==> src/rtl/mpf_services_gen_csr_mux_if.sv <==
`default_nettype none
// ============================================================================
// mpf_services_gen_csr_mux_if : MMIO request/response bundle for the CSR mux
// Rev 1.0
// ============================================================================
interface mpf_services_gen_csr_mux_if #(
  parameter int ADDR_BITS = 16,
  parameter int TID_BITS  = 9
) ();
  logic                 mmio_rd_valid;
  logic                 mmio_wr_valid;
  logic [ADDR_BITS-1:0] mmio_addr;
  logic [TID_BITS-1:0]  mmio_tid;
  logic [63:0]          mmio_wr_data;
  logic                 mmio_rd_claimed;
  logic                 mmio_rsp_valid;
  logic [TID_BITS-1:0]  mmio_rsp_tid;
  logic [63:0]          mmio_rsp_data;

  modport master (
    output mmio_rd_valid, mmio_wr_valid, mmio_addr, mmio_tid, mmio_wr_data,
    input  mmio_rd_claimed, mmio_rsp_valid, mmio_rsp_tid, mmio_rsp_data
  );

  modport slave (
    input  mmio_rd_valid, mmio_wr_valid, mmio_addr, mmio_tid, mmio_wr_data,
    output mmio_rd_claimed, mmio_rsp_valid, mmio_rsp_tid, mmio_rsp_data
  );
endinterface
`default_nettype wire

==> src/rtl/mpf_services_gen_csr_mux.sv <==
`default_nettype none
// ============================================================================
// mpf_services_gen_csr_mux : shares an MMIO window among MPF CSR slaves and
// returns their read data in order; DFH generation enabled by MPF_GEN_CSR_MUX_DFH_EN
// Rev 1.0
// ============================================================================
module mpf_services_gen_csr_mux #(
  parameter int                    N_SLAVES     = 4,
  parameter int                    N_ENTRIES    = 16,
  parameter int                    BASE_IDX     = 0,
  parameter int                    ADDR_BITS    = 16,
  parameter int                    TID_BITS     = 9,
  parameter logic [12*N_SLAVES-1:0] FEATURE_IDS = '0,
  parameter bit                    LAST_IN_LIST = 1'b1
) (
  input  wire logic                          clk,
  input  wire logic                          reset,
  mpf_services_gen_csr_mux_if.slave          mmio,
  output logic [$clog2(N_ENTRIES)-1:0]       csr_req_idx,
  output logic [N_SLAVES-1:0]                csr_rd_req_en,
  output logic [N_SLAVES-1:0]                csr_wr_req_en,
  output logic [63:0]                        csr_wr_data,
  output logic [64*N_SLAVES-1:0]             csr_dfh_value,
  input  wire logic [N_SLAVES-1:0]           csr_rd_rsp_valid,
  input  wire logic [64*N_SLAVES-1:0]        csr_rd_data,
  output logic [7:0]                         rsp_err_cnt,
  output logic                               proto_err
);

  localparam int IDX_BITS = $clog2(N_ENTRIES);
  localparam int SLV_BITS = (N_SLAVES > 1) ? $clog2(N_SLAVES) : 1;
  localparam logic [ADDR_BITS-1:0] BASE_A   = ADDR_BITS'(BASE_IDX);
  localparam logic [ADDR_BITS:0]   WINDOW_A = (ADDR_BITS+1)'(N_SLAVES * N_ENTRIES);

  logic [ADDR_BITS-1:0] offset;
  logic                 hit;

  // Window is N_ENTRIES-aligned, so slave/index are plain bit fields of the offset.
  assign offset = mmio.mmio_addr - BASE_A;
  assign hit    = (mmio.mmio_addr >= BASE_A) && ({1'b0, offset} < WINDOW_A);

  logic                s1_rd, s1_wr;
  logic [SLV_BITS-1:0] s1_slave;
  logic [IDX_BITS-1:0] s1_idx;
  logic [TID_BITS-1:0] s1_tid;
  logic [63:0]         s1_data;

  always_ff @(posedge clk) begin
    if (reset) begin
      s1_rd     <= 1'b0;
      s1_wr     <= 1'b0;
      s1_slave  <= '0;
      s1_idx    <= '0;
      s1_tid    <= '0;
      s1_data   <= '0;
      proto_err <= 1'b0;
    end else begin
      s1_rd    <= mmio.mmio_rd_valid & hit;
      s1_wr    <= mmio.mmio_wr_valid & ~mmio.mmio_rd_valid & hit;
      s1_slave <= offset[IDX_BITS +: SLV_BITS];
      s1_idx   <= offset[IDX_BITS-1:0];
      s1_tid   <= mmio.mmio_tid;
      s1_data  <= mmio.mmio_wr_data;
      if (mmio.mmio_rd_valid && mmio.mmio_wr_valid) begin
        proto_err <= 1'b1;
      end
    end
  end

  for (genvar i = 0; i < N_SLAVES; i++) begin : g_strobe
    assign csr_rd_req_en[i] = s1_rd && (s1_slave == SLV_BITS'(i));
    assign csr_wr_req_en[i] = s1_wr && (s1_slave == SLV_BITS'(i));
  end

  assign csr_req_idx          = s1_idx;
  assign csr_wr_data          = s1_data;
  assign mmio.mmio_rd_claimed = s1_rd;

  logic                s2_valid;
  logic [SLV_BITS-1:0] s2_slave;
  logic [TID_BITS-1:0] s2_tid;
  logic                sel_valid;
  logic [63:0]         sel_data;
  logic                out_valid;
  logic [TID_BITS-1:0] out_tid;
  logic [63:0]         out_data;

  always_comb begin
    sel_valid = 1'b0;
    sel_data  = '0;
    for (int i = 0; i < N_SLAVES; i++) begin
      if (s2_slave == SLV_BITS'(i)) begin
        sel_valid = csr_rd_rsp_valid[i];
        sel_data  = csr_rd_data[64*i +: 64];
      end
    end
  end

  // s2 tracks the read whose slave answers this cycle; the result lands in the output register.
  always_ff @(posedge clk) begin
    if (reset) begin
      s2_valid    <= 1'b0;
      s2_slave    <= '0;
      s2_tid      <= '0;
      out_valid   <= 1'b0;
      out_tid     <= '0;
      out_data    <= '0;
      rsp_err_cnt <= '0;
    end else begin
      s2_valid  <= s1_rd;
      s2_slave  <= s1_slave;
      s2_tid    <= s1_tid;
      out_valid <= s2_valid;
      if (s2_valid) begin
        out_tid  <= s2_tid;
        out_data <= sel_valid ? sel_data : 64'd0;
        if (!sel_valid && (rsp_err_cnt != 8'hFF)) begin
          rsp_err_cnt <= rsp_err_cnt + 8'd1;
        end
      end
    end
  end

  assign mmio.mmio_rsp_valid = out_valid;
  assign mmio.mmio_rsp_tid   = out_tid;
  assign mmio.mmio_rsp_data  = out_data;

`ifdef MPF_GEN_CSR_MUX_DFH_EN
  for (genvar i = 0; i < N_SLAVES; i++) begin : g_dfh
    localparam logic EOL = 1'(LAST_IN_LIST && (i == N_SLAVES - 1));
    assign csr_dfh_value[64*i +: 64] = {4'h2, 19'd0, EOL,
                                        EOL ? 24'd0 : 24'(N_ENTRIES * 8),
                                        4'h0, FEATURE_IDS[12*i +: 12]};
  end
`else
  assign csr_dfh_value = '0;
`endif

endmodule
`default_nettype wire

==> src/flat_wrapper.sv <==
// flat-port wrapper written by rule: the top's interface ports become plain ports
module mpf_services_gen_csr_mux_flat 
#(
  parameter int                    N_SLAVES     = 4,
  parameter int                    N_ENTRIES    = 16,
  parameter int                    BASE_IDX     = 0,
  parameter int                    ADDR_BITS    = 16,
  parameter int                    TID_BITS     = 9,
  parameter logic [12*N_SLAVES-1:0] FEATURE_IDS = '0,
  parameter bit                    LAST_IN_LIST = 1'b1
)
  (clk, reset, csr_req_idx, csr_rd_req_en, csr_wr_req_en, csr_wr_data, csr_dfh_value, csr_rd_rsp_valid, csr_rd_data, rsp_err_cnt, proto_err, mmio_mmio_rd_valid, mmio_mmio_wr_valid, mmio_mmio_addr, mmio_mmio_tid, mmio_mmio_wr_data, mmio_mmio_rd_claimed, mmio_mmio_rsp_valid, mmio_mmio_rsp_tid, mmio_mmio_rsp_data);
  mpf_services_gen_csr_mux_if #(.ADDR_BITS(ADDR_BITS), .TID_BITS(TID_BITS)) mmio_i ();
  input  wire logic clk;
  input  wire logic reset;
  output logic [$clog2(N_ENTRIES)-1:0] csr_req_idx;
  output logic [N_SLAVES-1:0] csr_rd_req_en;
  output logic [N_SLAVES-1:0] csr_wr_req_en;
  output logic [63:0] csr_wr_data;
  output logic [64*N_SLAVES-1:0] csr_dfh_value;
  input  wire logic [N_SLAVES-1:0] csr_rd_rsp_valid;
  input  wire logic [64*N_SLAVES-1:0] csr_rd_data;
  output logic [7:0] rsp_err_cnt;
  output logic proto_err;
  input wire logic [$bits(mmio_i.mmio_rd_valid)-1:0] mmio_mmio_rd_valid;
  input wire logic [$bits(mmio_i.mmio_wr_valid)-1:0] mmio_mmio_wr_valid;
  input wire logic [$bits(mmio_i.mmio_addr)-1:0] mmio_mmio_addr;
  input wire logic [$bits(mmio_i.mmio_tid)-1:0] mmio_mmio_tid;
  input wire logic [$bits(mmio_i.mmio_wr_data)-1:0] mmio_mmio_wr_data;
  output wire logic [$bits(mmio_i.mmio_rd_claimed)-1:0] mmio_mmio_rd_claimed;
  output wire logic [$bits(mmio_i.mmio_rsp_valid)-1:0] mmio_mmio_rsp_valid;
  output wire logic [$bits(mmio_i.mmio_rsp_tid)-1:0] mmio_mmio_rsp_tid;
  output wire logic [$bits(mmio_i.mmio_rsp_data)-1:0] mmio_mmio_rsp_data;
  assign mmio_i.mmio_rd_valid = mmio_mmio_rd_valid;
  assign mmio_i.mmio_wr_valid = mmio_mmio_wr_valid;
  assign mmio_i.mmio_addr = mmio_mmio_addr;
  assign mmio_i.mmio_tid = mmio_mmio_tid;
  assign mmio_i.mmio_wr_data = mmio_mmio_wr_data;
  assign mmio_mmio_rd_claimed = mmio_i.mmio_rd_claimed;
  assign mmio_mmio_rsp_valid = mmio_i.mmio_rsp_valid;
  assign mmio_mmio_rsp_tid = mmio_i.mmio_rsp_tid;
  assign mmio_mmio_rsp_data = mmio_i.mmio_rsp_data;
  mpf_services_gen_csr_mux #(.N_SLAVES(N_SLAVES), .N_ENTRIES(N_ENTRIES), .BASE_IDX(BASE_IDX), .ADDR_BITS(ADDR_BITS), .TID_BITS(TID_BITS), .FEATURE_IDS(FEATURE_IDS), .LAST_IN_LIST(LAST_IN_LIST)) u_core (.clk(clk), .reset(reset), .mmio(mmio_i), .csr_req_idx(csr_req_idx), .csr_rd_req_en(csr_rd_req_en), .csr_wr_req_en(csr_wr_req_en), .csr_wr_data(csr_wr_data), .csr_dfh_value(csr_dfh_value), .csr_rd_rsp_valid(csr_rd_rsp_valid), .csr_rd_data(csr_rd_data), .rsp_err_cnt(rsp_err_cnt), .proto_err(proto_err));
endmodule
==> config.mk <==
export PLATFORM = sky130hd
export DESIGN_NAME = mpf_services_gen_csr_mux_flat
export DESIGN_NICKNAME = d
export VERILOG_FILES = /design/src/rtl/mpf_services_gen_csr_mux_if.sv /design/src/rtl/mpf_services_gen_csr_mux.sv /design/src/flat_wrapper.sv
export SDC_FILE = /design/constraint.sdc
export NUM_CORES = 1
export LEC_CHECK = 0
export CORE_AREA = 2 2 302 304
export CTS_CLUSTER_SIZE = 8
export DETAILED_ROUTE_END_ITERATION = 16
export DIE_AREA = 0 0 304 306
export GPL_ROUTABILITY_DRIVEN = 0
export SLEW_MARGIN = 20
export SYNTH_ARGS = -nofsm -noshare
export SYNTH_HDL_FRONTEND = slang
export SYNTH_SLANG_ARGS = --single-unit
export TNS_END_PERCENT = 50
==> constraint.sdc <==
create_clock -name clk -period 3 [get_ports clk]
set_clock_uncertainty 0.15 [all_clocks]
set_input_delay 0.45 -clock clk [delete_from_list [all_inputs] [get_ports clk]]
set_output_delay 0.45 -clock clk [all_outputs]
set_load 0.01 [all_outputs]
==> results.yml <==
cts:
  cts_root_buf: "clkbuf_16"
  cts_made_buffers: 17
  postCtsSetupBuffers: 0
  htree_levels: 4
  cts.hold.buffers_added: 0
  cts_resized: 0
  clk_pin_slew_ns: 0.08
  cts_buffer_depth: 2
  clk_latency_ns: 0.49
  cts_tree: "built"
  clkSinkCount: 176
setup_path:
  reg2reg_setup_slack_ns: 0.82
  cp.arrival_ns: 2.11
  critPathSlowestCell: "clkdlybuf4s50_1"
  startpoint: "u_core.s1_slave[1]"
  required_ns: 2.40
  cp_max_fo: 9
  reg2reg_from: "u_core.s2_slave[1]"
  path_delay_family: "buffers and inverters"
  endpoint_kind: "output pin"
  path_cells: "nor3b_1, clkdlybuf4s50_1"
  path_buf_inv: 1
  cp_slowest_stage_delay_ns: 0.61
  start_kind: "flop"
  r2r_end: "u_core.mmio.mmio_rsp_data[8]"
  crit_type: "flop to output pin"
  rr_worst_depth: 3
pwr:
  power_uw: 5880
  ir_drop_mv: 0.427
  leakage_uw: 0.00547
  power_density_mw_per_mm2: 394
global_routing:
  grt_pass1_vias: 6758
  track_usage_pct: 8.74
  gr-total-overflow: 0
  antenna_found_initial: 6
  grt_pass1_wl_um: 54600
  grt_max_degree: 65
finish:
  area_delta_synth_final_pct: 71.1
  final_common_cell: "clkdlybuf4s50_1"
  final_cell_mix: "511 x clkdlybuf4s50_1, 256 x conb_1, 174 x dfxtp_1, 96 x nor2b_1"
  fin_cells: 2469
  multi_input_area_mm2: 0.00408
  finalNetCount: 1631
  ff_latch_area_mm2: 0.00353
  drive_above_1_share_pct: 8.77
  fillers: 9922
sta:
  slew_headroom_pct: 50.0
  maxSlewViolCount: 0
  tns_ns: 0
  grt_setup_unrepaired: "no"
  holdWs_ns: 0.208
  setup-violations-final: 0
  min_period_ns: 2.71
  fmax_mhz: 369
  fin_crit_sh_pct: 90.4
  tightest_slew_ns: 0.749
  finalHoldViolations: 0
yosys:
  syn_area_per_cell_um2: 11.2
  seq_area_frac_synth_pct: 40.3
  yosysWarningCount: 0
  syn_area_mm2: 0.00874
  ys_types: 34
  ys_ff_latch: 176
  synth_cells: 778
drt:
  dr_total_vias: 7109
  viasPerCell: 2.88
  drc: 0
  finalWirelength_um: 42100
  drt-initial-drc-count: 354
  dr.pass1.iters: 5
  ant_nets: 0
  wl_per_cell_um: 17.1
floorplan:
  row_count: 110
  initial_core_util_pct: 9.75
  io_pins: 769
  coreArea_mm2: 0.0896
  die_width_um: 304
  die_h_um: 306
  floorplan.die_area_mm2: 0.0930
flow_run:
  drv_cap: 0
worst_hold_path:
  min_delay_path_depth: 2
  min_path_type: "input pin to flop"
  worstHoldStart: "reset"
  hold-path-endpoint: "u_core.rsp_err_cnt[2]"
placed_design:
  hpwl_um: 34600
  dp_cells: 2434
  io_buffers: 512
outcome:
  status: "finished, final reports clean"
[per-stage QoR]
stage / instance area (um^2) / setup slack, ns / utilization, %
finish: 15000 / 0.289 / 16.7
floorplan: 9690 / 1.01 / -
global placement: 14400 / 0.438 / 16.0
CTS: 14900 / 0.0929 / 16.7
global route: 14900 / 0.0429 / 16.7
detailed placement: 14400 / 0.435 / 16.0
[final cells by class]
cell class / count / share of cell area, %
timing repair buffer: 524 / 35.2
multi-input combinational: 555 / 27.3
sequential: 176 / 23.6
tap: 1176 / 9.84
clock buffer: 20 / 3.05
clock inverter: 11 / 0.879
inverter: 3 / 0.0753
antenna: 4 / 0.0669
[cells in the mapped netlist]
cell type,instances,share of area [%]
or3_1,2,0.14
and3_1,2,0.14
mux2_1,2,0.26
nor3b_1,3,0.26
nor4_1,4,0.29
o22ai_1,1,0.072
a311oi_1,1,0.10
o21ai_1,2,0.11
conb_1,1,0.043
or4_1,2,0.17
buf_4,256,22
nand2_1,3,0.13
nor3_1,1,0.057
nand3_1,5,0.29
clkbuf_1,30,1.3
o31ai_1,3,0.26
a21oi_1,6,0.34
buf_2,11,0.63
and3b_1,4,0.40
mux4_2,64,16
mux2_4,1,0.17
buf_1,2,0.086
nand2b_1,1,0.072
a22o_1,64,6.4
dfxtp_1,176,40
inv_1,3,0.13
ha_1,1,0.14
nor2b_1,97,6.9
o41ai_1,1,0.10
nand4_1,1,0.072
mux2i_1,10,1.1
o22a_1,1,0.10
nor2_1,16,0.69
mux2_2,1,0.13
[cell families after synthesis]
group | Yosys count | share of synthesized area (%)
AO/OA/AOI/OAI | 79 | 7.50
adder cells (fa/ha/maj) | 1 | 0.143
buffers and inverters | 302 | 24.1
flip-flops | 176 | 40.3
multiplexers | 78 | 18.2
other | 1 | 0.0429
AND/OR/NAND/NOR | 141 | 9.65
[flip-flops by register name, summed over array words and instances (netlist names)]
register and cells:
u_core.s1_slave 2, u_core.s2_slave 2, u_core.rsp_err_cnt 8, u_core.csr_req_idx 4, u_core.s1_tid 9, u_core.s2_valid 1
u_core.csr_wr_data 64, u_core.mmio.mmio_rsp_valid 1, u_core.s2_tid 9, u_core.mmio.mmio_rd_claimed 1, u_core.mmio.mmio_rsp_data 64, u_core.mmio.mmio_rsp_tid 9
u_core.proto_err 1, u_core.s1_wr 1
[worst register-to-register path, cell delays in order, from the launching register on]
cell and delay [ns]:
dfxtp_4 0.64, buf_4 0.61, mux4_2 0.46, a22o_1 0.20
[worst max-delay path by stage]
stage / endpoint / cells past startpoint
final: csr_rd_req_en[0] / 2
after global routing: csr_wr_req_en[1] / 2
after CTS: csr_wr_req_en[1] / 2
after detailed placement: u_core.rsp_err_cnt[7] / 5
after global placement: u_core.rsp_err_cnt[7] / 5
after floorplan: u_core.rsp_err_cnt[5] / 5
[routing by layer]
metal  vias to the layer above  part of all wire [%]  wire length, um  global-route usage [%]
li1                       3199                     -                -                       -
met5                         -                 0.064               27                       0
met4                         4                   3.5             1460                    3.89
met1                      3330                    38            15900                    9.57
met2                       520                    48            20200                    14.2
met3                        56                    11             4520                    4.29
[power by group]
part / switching (uW) / internal [uW]
sequential: 33.3 / 2400
combinational: 426 / 635
clock: 1120 / 1270
(Power assumes the default switching activity.)
